--- config.mk ---
export PLATFORM = sky130hd
export DESIGN_NAME = lp_four_to_six
export DESIGN_NICKNAME = d
export VERILOG_FILES = /design/src/rtl/lp_four_to_six.sv
export SDC_FILE = /design/constraint.sdc
export NUM_CORES = 1
export LEC_CHECK = 0
export CAP_MARGIN = 30
export CORE_MARGIN = 4
export CORE_UTILIZATION = 55
export CTS_BUF_LIST = sky130_fd_sc_hd__clkbuf_8
export DETAILED_ROUTE_END_ITERATION = 12
export PLACE_DENSITY = 0.87
export SETUP_SLACK_MARGIN = 0.2
export SLEW_MARGIN = 20
export SYNTH_ARGS = -nofsm -noshare
export SYNTH_HDL_FRONTEND = slang
export SYNTH_SLANG_ARGS = --single-unit
--- constraint.sdc ---
create_clock -name clk_i -period 5 [get_ports clk_i]
set_input_delay 1 -clock clk_i [delete_from_list [all_inputs] [get_ports clk_i]]
set_output_delay 1 -clock clk_i [all_outputs]
set_load 0.05 [all_outputs]
--- src/rtl/lp_four_to_six.sv ---
// 4-to-6 sample gearbox: repacks a 4-sample/clk stream into 6-sample words
// qualified by a 0,1,1 clock-enable pattern (12 samples per 3 clocks).
module lp_four_to_six #(
  parameter int NBITS = 12
) (
  input  logic               clk_i,
  input  logic               rst_i,
  input  logic               sync_i,
  input  logic [4*NBITS-1:0] dat_i,
  output logic [6*NBITS-1:0] dat_o,
  output logic               ce_o,
  output logic               align_err_o
);

  typedef enum logic [1:0] {PH0 = 2'd0, PH1 = 2'd1, PH2 = 2'd2} phase_t;

  phase_t             phase, ph, phase_nxt;
  logic [4*NBITS-1:0] hold, hold_nxt;
  logic [6*NBITS-1:0] dat_nxt;
  logic               ce_nxt, err_nxt;

  always_comb begin
    // sync restarts the group on the current word
    ph        = sync_i ? PH0 : phase;
    phase_nxt = PH0;
    hold_nxt  = hold;
    dat_nxt   = dat_o;
    ce_nxt    = 1'b0;
    err_nxt   = align_err_o | (sync_i && (phase != PH0));
    case (ph)
      PH0: begin
        phase_nxt = PH1;
        hold_nxt  = dat_i;
      end
      PH1: begin
        phase_nxt = PH2;
        dat_nxt   = {dat_i[0 +: 2*NBITS], hold};
        ce_nxt    = 1'b1;
        hold_nxt[0 +: 2*NBITS] = dat_i[2*NBITS +: 2*NBITS];
      end
      PH2: begin
        phase_nxt = PH0;
        dat_nxt   = {dat_i, hold[0 +: 2*NBITS]};
        ce_nxt    = 1'b1;
      end
      default: phase_nxt = PH0;
    endcase
  end

  always_ff @(posedge clk_i) begin
    if (rst_i) begin
      phase       <= PH0;
      hold        <= '0;
      dat_o       <= '0;
      ce_o        <= 1'b0;
      align_err_o <= 1'b0;
    end else begin
      phase       <= phase_nxt;
      hold        <= hold_nxt;
      dat_o       <= dat_nxt;
      ce_o        <= ce_nxt;
      align_err_o <= err_nxt;
    end
  end

endmodule

==> metrics, run 1 <==
status=completed; HP Class=register to register; Post-CTS Setup Repair Bufs=0; Pre-antenna DRT Iters=5; Reg power frac=0.446; VDD IR max=0.170 mV; Worst Reg2Reg Path Length in Cells=6; clk slew on worst S/H paths=0.07 ns; crit path max fanout=61; Net Sw Power=0.000735 W; antenna cell count=0; IO buf count=124; Critical Path Sink Type=register; CP Launch Point=sync_i; sequential fraction of the synthesis area=0.479; Core Area=9200 sq um; CP Data Required Time=5.31 ns; fill count=680; MaxCap Viol Count=0; largest net degree at the start of global routing=73; P&R area growth vs syn=29.7%; switching share of power=0.297; min Tclk post-route=3.40 ns; largest family of logic cells by synthesized area=multiplexers; post-synthesis mux area share=0.232; Setup TNS=0 ns; Clock Skews=0.0119 ns; Reg area=2480 sq um; relative slew slack=0.438; endpoints failing setup=0; clk sinks=124; num ports=125; met2 Resource Use GR=0.387; Avg Cell Area, Syn=10.4 sq um; reg-to-reg slack, setup=2.08 ns; synth warn=0; CP arrival=3.72 ns; Die Span X=105 microns; Adder-Cell Fraction of Synth Area=0.00966; Clock Latency Late Sink=0.43 ns; fin. max-slew vios=0; full die area=11000 sq um; GR peak layer=met2; Post-CTS Resized=0; CTS buffer count=17; Post-Synth XOR/XNOR Area=0; compound-cell area share of the yosys netlist=0.106; Initial Util=0.563; DPL Wire Length=8.12 mm; CTS tree=done; Tot Pwr=0.00247 W; Static Leak=2.45 nW; Hold Buf Count CTS=0; Root Buffer=clkbuf_8; final worst-path cycle share=0.681; post-synth net total=553; commonest non-fill, non-tap cell in the layout=dfxtp_1; Synth Register Bits=124; GRT overflow=0; crit path launch type=input pin; Logic pwr share=0.201; fin cells=722; RR Endpoint=dat_o[38]; Cells after DPL=690; layout cells sized above 1=0.0622; Worst-Margin Slew=0.843 ns; Crit Path Class=input pin to register; Core Rows=35; vias per cell=5.51; cell-internal power=0.00174 W; RSZ-0062 raised after global routing=false; final wirelength=12.4 mm; area taken by multi-input logic gates=2390 sq um; DR vias=3981; # DRC=0; Cell variety after synth=16; WHS Endpoint=align_err_o; total track usage=0.225; Antenna Nets Post-Route=0; power density cells=368 nW/um^2; die height=105 microns; Synth Area in Simple Gates=0.110; first-pass GRT wire length=20.0 mm; commonest non-fill, non-tap cells in the layout=dfxtp_1 (124), clkdlybuf4s50_1 (123), mux2i_1 (120), nor2_1 (96), a211oi_1 (72); maximum clock rate=294 MHz; Avg WL per Cell=17.2 microns; initial antenna violation count=0; H-tree depth=4; global routing usage on met1=0.275; met3 GRT Util=0.0519; Crit Reg-Reg Startpoint=phase[1]; number of global-route vias before repair=4000; Netlist Area Pre-Place=5180 sq um; nets=653; WHS Path Cells=2; GP Congestion=0.736; clk buf depth=2; initial DRC count=171; final-report hold violation count=0; clock network fraction of total power=0.352; Worst Hold Launch=align_err_o; Synth Instances=498
## synthesized netlist by cell type
master / count / area, sq um
inv_1: 3 / 11.3
ha_1: 4 / 50.1
nand2b_1: 2 / 12.5
mux2i_1: 120 / 1200
buf_4: 10 / 75.1
a21oi_1: 1 / 5.00
clkbuf_1: 19 / 71.3
nor3b_1: 24 / 180
buf_12: 3 / 60.1
dfxtp_1: 124 / 2480
nor2b_1: 3 / 18.8
a211oi_1: 72 / 541
buf_2: 12 / 60.1
o21ai_0: 1 / 5.00
buf_6: 4 / 45.0
nor2_1: 96 / 360
## power groups by stage
stage	combinational [W]	sequential, W	clock [W]
3_5_place_dp	0.000496	0.00112	0
5_1_grt	0.000528	0.00111	0.000925
2_1_floorplan	0.000187	0.00126	0
4_1_cts	0.000500	0.00110	0.000882
3_3_place_gp	0.000485	0.00112	0
6_report	0.000498	0.00110	0.000872
## kinds of logic (layout without fill, tap and decap cells)
family / Yosys count / after routing
AO/OA/AOI/OAI: 74 / 74
adder cells (fa/ha/maj): 4 / 4
buffers and inverters: 51 / 164
flip-flops: 124 / 124
multiplexers: 120 / 120
AND/OR/NAND/NOR: 125 / 125
## through the flow
stage	util	instance area (sq um)	hold WS [ns]	setup WS, ns
2_1_floorplan	-	5180	0.460	2.40
3_3_place_gp	0.688	6320	0.451	1.37
3_5_place_dp	0.688	6320	0.467	1.23
4_1_cts	0.730	6720	0.477	1.66
5_1_grt	0.730	6720	0.505	1.51
6_report	0.730	6720	0.476	1.60
## state kept, by name (all words and copies together) (netlist names)
signal	cells
dat_o	72
hold	48
phase	2
align_err_o	1
ce_o	1
## worst max-delay path by stage
stage	endpoint	slack [ns]	depth (start not counted)
6_report	dat_o[38]	1.60	8
5_1_grt	dat_o[55]	1.51	8
2_1_floorplan	dat_o[10]	2.40	10
4_1_cts	dat_o[38]	1.66	8
3_5_place_dp	dat_o[38]	1.23	8
3_3_place_gp	dat_o[8]	1.37	8
## routing by layer
metal	vias up	share of wire
li1	1968	-
met1	1887	0.43
met2	106	0.51
met3	20	0.048
met4	0	0.015
met5	-	0
## area by class of cell
cell class                 count  share of cell area
inverter                       3             0.00168
multi-input combinational    323               0.356
clock inverter                15              0.0237
clock buffer                  17              0.0348
tap                          111              0.0207
timing repair buffer         129               0.194
sequential                   124               0.370
## worst max-delay path, cell delays in order
cell	delay (ns)
clkdlybuf4s50_1	0.46
buf_4	0.29
nand2b_1	0.15
buf_4	0.33
ha_4	0.65
buf_12	0.34
nor2_1	0.10
a211oi_1	0.32
(Power assumes the default switching activity.)
==> run 2, diff against run 1 <==
- CORE_UTILIZATION: 55 -> 51
- PLACE_DENSITY: 0.87 -> 0.82
- clock period: 5 -> 3.2 ns (I/O delays scaled with it)
==> metrics, run 2 (synthesized netlist as in run 1, its figures left out) <==
status=completed; clk slew on worst S/H paths=0.07 ns (about the same); # DRC=0 (unchanged); Clock Latency Late Sink=0.42 ns (about the same); largest net degree at the start of global routing=73 (unchanged); Die Span X=109 microns (+3.6%); Largest regs=dat_o: 72 flops, hold: 48 flops, phase: 2 flops; Biggest register=dat_o; Root Buffer=clkbuf_8; clk buf depth=2 (unchanged); Worst-Margin Slew=0.866 ns (+0.0227 ns); final wirelength=12.4 mm (-0.18%); die height=109 microns (+3.6%); min Tclk post-route=2.39 ns; GRT overflow=0 (unchanged); CTS buffer count=17 (unchanged); Tot Pwr=0.00394 W (+59%); Pre-antenna DRT Iters=4 (-1); Antenna Nets Post-Route=0 (unchanged); max reg flops=72 (unchanged); Critical Path Sink Type=register; area taken by multi-input logic gates=2390 sq um (unchanged); Placement Cell Area=6400 sq um (+1.2%); crit path max fanout=25 (-59%); commonest non-fill, non-tap cell in the layout=dfxtp_1; final worst setup slack=0.807 ns (-0.789 ns); antenna cell count=0 (unchanged); Post-CTS Resized=0 (unchanged); fin. max-slew vios=0 (unchanged); CTS tree=done; H-tree depth=4 (unchanged); Post-CTS Setup Repair Bufs=0 (unchanged); P&R area growth vs syn=31.8%; relative slew slack=0.423 (-0.0152); HP Class=register to register; Crit Path Class=input pin to register; final-report hold violation count=0 (unchanged); Clock Skews=0.00849 ns (-0.00343 ns); clk sinks=124 (unchanged); DPL Wire Length=8.23 mm (+1.3%); total track usage=0.216 (-0.00926); pre-CTS setup slack=0.432 ns (-0.795 ns); crit path launch type=input pin; RSZ-0062 raised after global routing=false; final core utilization=0.695 (-0.0353); VDD IR max=0.435 mV (+160%); final instance area=6830 sq um (+1.6%); Static Leak=2.49 nW (+1.5%); nets=656 (+0.46%); power density cells=578 nW/um^2 (+57%); full die area=11800 sq um (+7.2%); maximum clock rate=418 MHz; fill count=774 (+14%); initial antenna violation count=0 (unchanged); DR vias=4051 (+1.8%); CP arrival=2.71 ns (-1.01 ns); CP Data Required Time=3.52 ns (-1.79 ns); endpoints failing setup=0 (unchanged); num ports=125 (unchanged); initial DRC count=149 (-13%); MaxCap Viol Count=0 (unchanged); Hold Buf Count CTS=0 (unchanged); Avg WL per Cell=16.6 microns (-3.5%); final worst-path cycle share=0.748; layout cells sized above 1=0.0700 (+0.00784); commonest non-fill, non-tap cells in the layout=dfxtp_1 (124), clkdlybuf4s50_1 (123), mux2i_1 (120), nor2_1 (96), a211oi_1 (72); vias per cell=5.42 (-1.6%); Core Area=9820 sq um (+6.8%); Setup TNS=0 ns (unchanged); GP Congestion=0.745 (+1.3%); first-pass GRT wire length=20.2 mm (+1.3%); Core Rows=36 (+2.9%); Initial Util=0.527 (-0.0357); IO buf count=124 (unchanged); Reg area=2480 sq um (unchanged); number of global-route vias before repair=4077 (+1.9%)
==> run 2: area by class of cell <==
type | instances | area share
flip-flops and latches | 124 | 0.364
clock inverters | 13 | 0.0242
multi-input cells | 323 | 0.350
clock buffers | 19 | 0.0383
inverters | 3 | 0.00165
well taps | 133 | 0.0244
repair buffers | 132 | 0.198
==> run 2: layer usage <==
layer | vias to the layer above | share of wire | track usage
li1 | 1981 | - | -
met1 | 1947 | 0.41 | 0.262
met2 | 111 | 0.52 | 0.376
met3 | 12 | 0.054 | 0.0533
met4 | 0 | 0.014 | 0.0676
met5 | - | 0 | 0
==> run 2: worst paths after layout <==
path / to / startpoint / cells after the start / slack (ns)
worst max-delay path: hold[8] / sync_i / 6 / 0.81
worst max register to register: hold[8] / phase[0] / 5 / 1.25
worst min-delay path: dat_o[31] / dat_o[31] / 2 / 0.48
worst min register to register: dat_o[31] / dat_o[31] / 2 / 0.48
==> run 2: metrics by stage <==
step | hold slack, ns | std cells
3_3_place_gp | 0.472 | 715
5_1_grt | 0.502 | 747
4_1_cts | 0.487 | 747
6_report | 0.482 | 747
3_5_place_dp | 0.477 | 715
2_1_floorplan | 0.460 | 498
==> run 2: where the power goes <==
part / internal [W] / switching, W / leakage (nW)
logic: 0.000309 / 0.000476 / 1.26
clock network: 0.000818 / 0.000620 / 0.211
registers: 0.00166 / 0.0000623 / 1.02
==> run 2: worst max-delay path: stages <==
cell             delay [ns]
clkdlybuf4s50_1        0.46
nand2b_1               0.27
inv_1                  0.11
ha_2                   0.75
mux2i_1                0.19
a211oi_1               0.28
==> run 3, diff against run 2 <==
- clock period: 3.2 -> 2.5 ns (I/O delays scaled with it)
==> metrics, run 3 (synthesized netlist as in run 1, its figures left out) <==
Initial Util=0.527 (unchanged); delay-heaviest family, CP=buffers and inverters; IO buf count=124 (unchanged); largest net degree at the start of global routing=65 (-11%); die height=109 microns (unchanged); P&R area growth vs syn=34.6%; Max stage delay on crit path=0.82 ns (+0.07 ns); switching share of power=0.297 (+0.00296); # DRC=0 (unchanged); final-report hold violation count=0 (unchanged); initial antenna violation count=0 (unchanged); CP Data Required Time=2.00 ns (-1.52 ns); Die Span X=109 microns (unchanged); Crit Path Class=register to primary output; Core Area=9820 sq um (unchanged); GRT overflow=0 (unchanged); met2 routed WL=6.50 mm (+0.90%); area taken by multi-input logic gates=2390 sq um (unchanged); clk buf depth=2 (unchanged); Core Rows=36 (unchanged); nets=667 (+1.7%); Pre-antenna DRT Iters=5 (+1); Reg power frac=0.432 (-0.004); final wirelength=12.8 mm (+3.3%); Reg area=2480 sq um (unchanged); clk slew on worst S/H paths=0.08 ns (about the same); CTS buffer count=17 (unchanged); Hold Buf Count CTS=0 (unchanged); max reg flops=72 (unchanged); GP Congestion=0.778 (+4.4%); H-tree depth=4 (unchanged); top layer in use=met4; maximum clock rate=475 MHz; first-pass GRT wire length=20.9 mm (+3.0%); Avg WL per Cell=16.9 microns (+1.8%); status=completed; fin. max-slew vios=0 (unchanged); fill count=771 (-0.39%); Worst-Margin Slew=0.537 ns (-0.329 ns); DPL Wire Length=8.62 mm (+4.7%); number of global-route vias before repair=4187 (+2.7%); full die area=11800 sq um (unchanged); Net Sw Power=0.00151 W (+30%); crit path launch type=register; HP Class=register to register; VDD IR max=0.452 mV (+3.9%); total track usage=0.222 (+0.00621); initial DRC count=155 (+4.0%); Post-CTS Resized=0 (unchanged); power density cells=730 nW/um^2 (+26%); Antenna Nets Post-Route=0 (unchanged); CP cell instances=clkdlybuf4s50_1; Clock Skews=0.0114 ns (+0.00296 ns); Largest regs=dat_o: 72 flops, hold: 48 flops, phase: 2 flops; DR vias=4089 (+0.94%); final core utilization=0.710 (+0.0149); crit path max fanout=2 (-92%); Post-CTS Setup Repair Bufs=0 (unchanged); Clock Latency Late Sink=0.43 ns (about the same); Logic pwr share=0.203 (+0.004); num ports=125 (unchanged); clock network fraction of total power=0.365 (about the same); vias per cell=5.39 (-0.53%); commonest non-fill, non-tap cells in the layout=dfxtp_1 (124), clkdlybuf4s50_1 (123), mux2i_1 (120), nor2_1 (96), a211oi_1 (72); Critical Path Sink Type=primary output; final worst-path cycle share=0.842; min Tclk post-route=2.10 ns; WL met3=627 microns (-5.6%); antenna cell count=0 (unchanged); Setup TNS=0 ns (unchanged); worst-path cell with the longest stage delay=clkdlybuf4s50_1; clk sinks=124 (unchanged); CTS tree=done; layout cells sized above 1=0.0864 (+0.0164); relative slew slack=0.641 (+0.218); cell-internal power=0.00358 W (+29%); Root Buffer=clkbuf_8; RSZ-0062 raised after global routing=false; endpoints failing setup=0 (unchanged); MaxCap Viol Count=0 (unchanged); CP arrival=1.60 ns (-1.11 ns); Static Leak=2.56 nW (+2.6%); Worst Path Buf+Inv=1 (-1); met1 WL=5.45 mm (+6.5%); commonest non-fill, non-tap cell in the layout=dfxtp_1; Biggest register=dat_o
-- run 3: cell types whose count changed in the layout (fill, tap and decap cells not counted), sizes merged --
cell,before,now
inv,7,6
clkinv,3,2
buf,9,20
clkinvlp,3,5
-- run 3: metrics by stage --
| step | area (sq um) | instances | power [W] | worst slack [ns] | hold slack, ns |
|---|---|---|---|---|---|
| floorplan | 5180 | 498 | 0.00290 | 0.401 | 0.460 |
| global placement | 6550 | 726 | 0.00325 | 0.248 | 0.457 |
| detailed placement | 6550 | 726 | 0.00328 | 0.166 | 0.457 |
| CTS | 6970 | 758 | 0.00513 | 0.360 | 0.456 |
| global route | 6970 | 758 | 0.00530 | 0.327 | 0.466 |
| finish | 6970 | 758 | 0.00509 | 0.396 | 0.472 |
-- run 3: final timing paths --
check               from          end  slack [ns]  cells past startpoint
max            dat_o[34]    dat_o[34]        0.40                      1
min          align_err_o  align_err_o        0.47                      2
max reg2reg     phase[1]    dat_o[11]        0.90                      5
min reg2reg  align_err_o  align_err_o        0.47                      2
-- run 3: metal layers --
layer / track usage / vias to the layer above
met5: 0 / -
met4: 0.0748 / 0
li1: - / 2002
met3: 0.0551 / 23
met2: 0.378 / 104
met1: 0.274 / 1960
-- run 3: area by class of cell --
class,instances,area share
Sequential cell,124,0.356
Multi-Input combinational cell,323,0.343
Timing Repair Buffer,143,0.214
Clock buffer,19,0.0375
Clock inverter,13,0.0239
Tap cell,133,0.0239
Inverter,3,0.00161
-- run 3: power groups by stage --
stage	sequential [W]	clock [W]	combinational, W
3_3_place_gp	0.00224	0	0.00101
5_1_grt	0.00222	0.00198	0.00110
6_report	0.00220	0.00186	0.00104
3_5_place_dp	0.00224	0	0.00104
4_1_cts	0.00220	0.00188	0.00104
2_1_floorplan	0.00252	0	0.000374
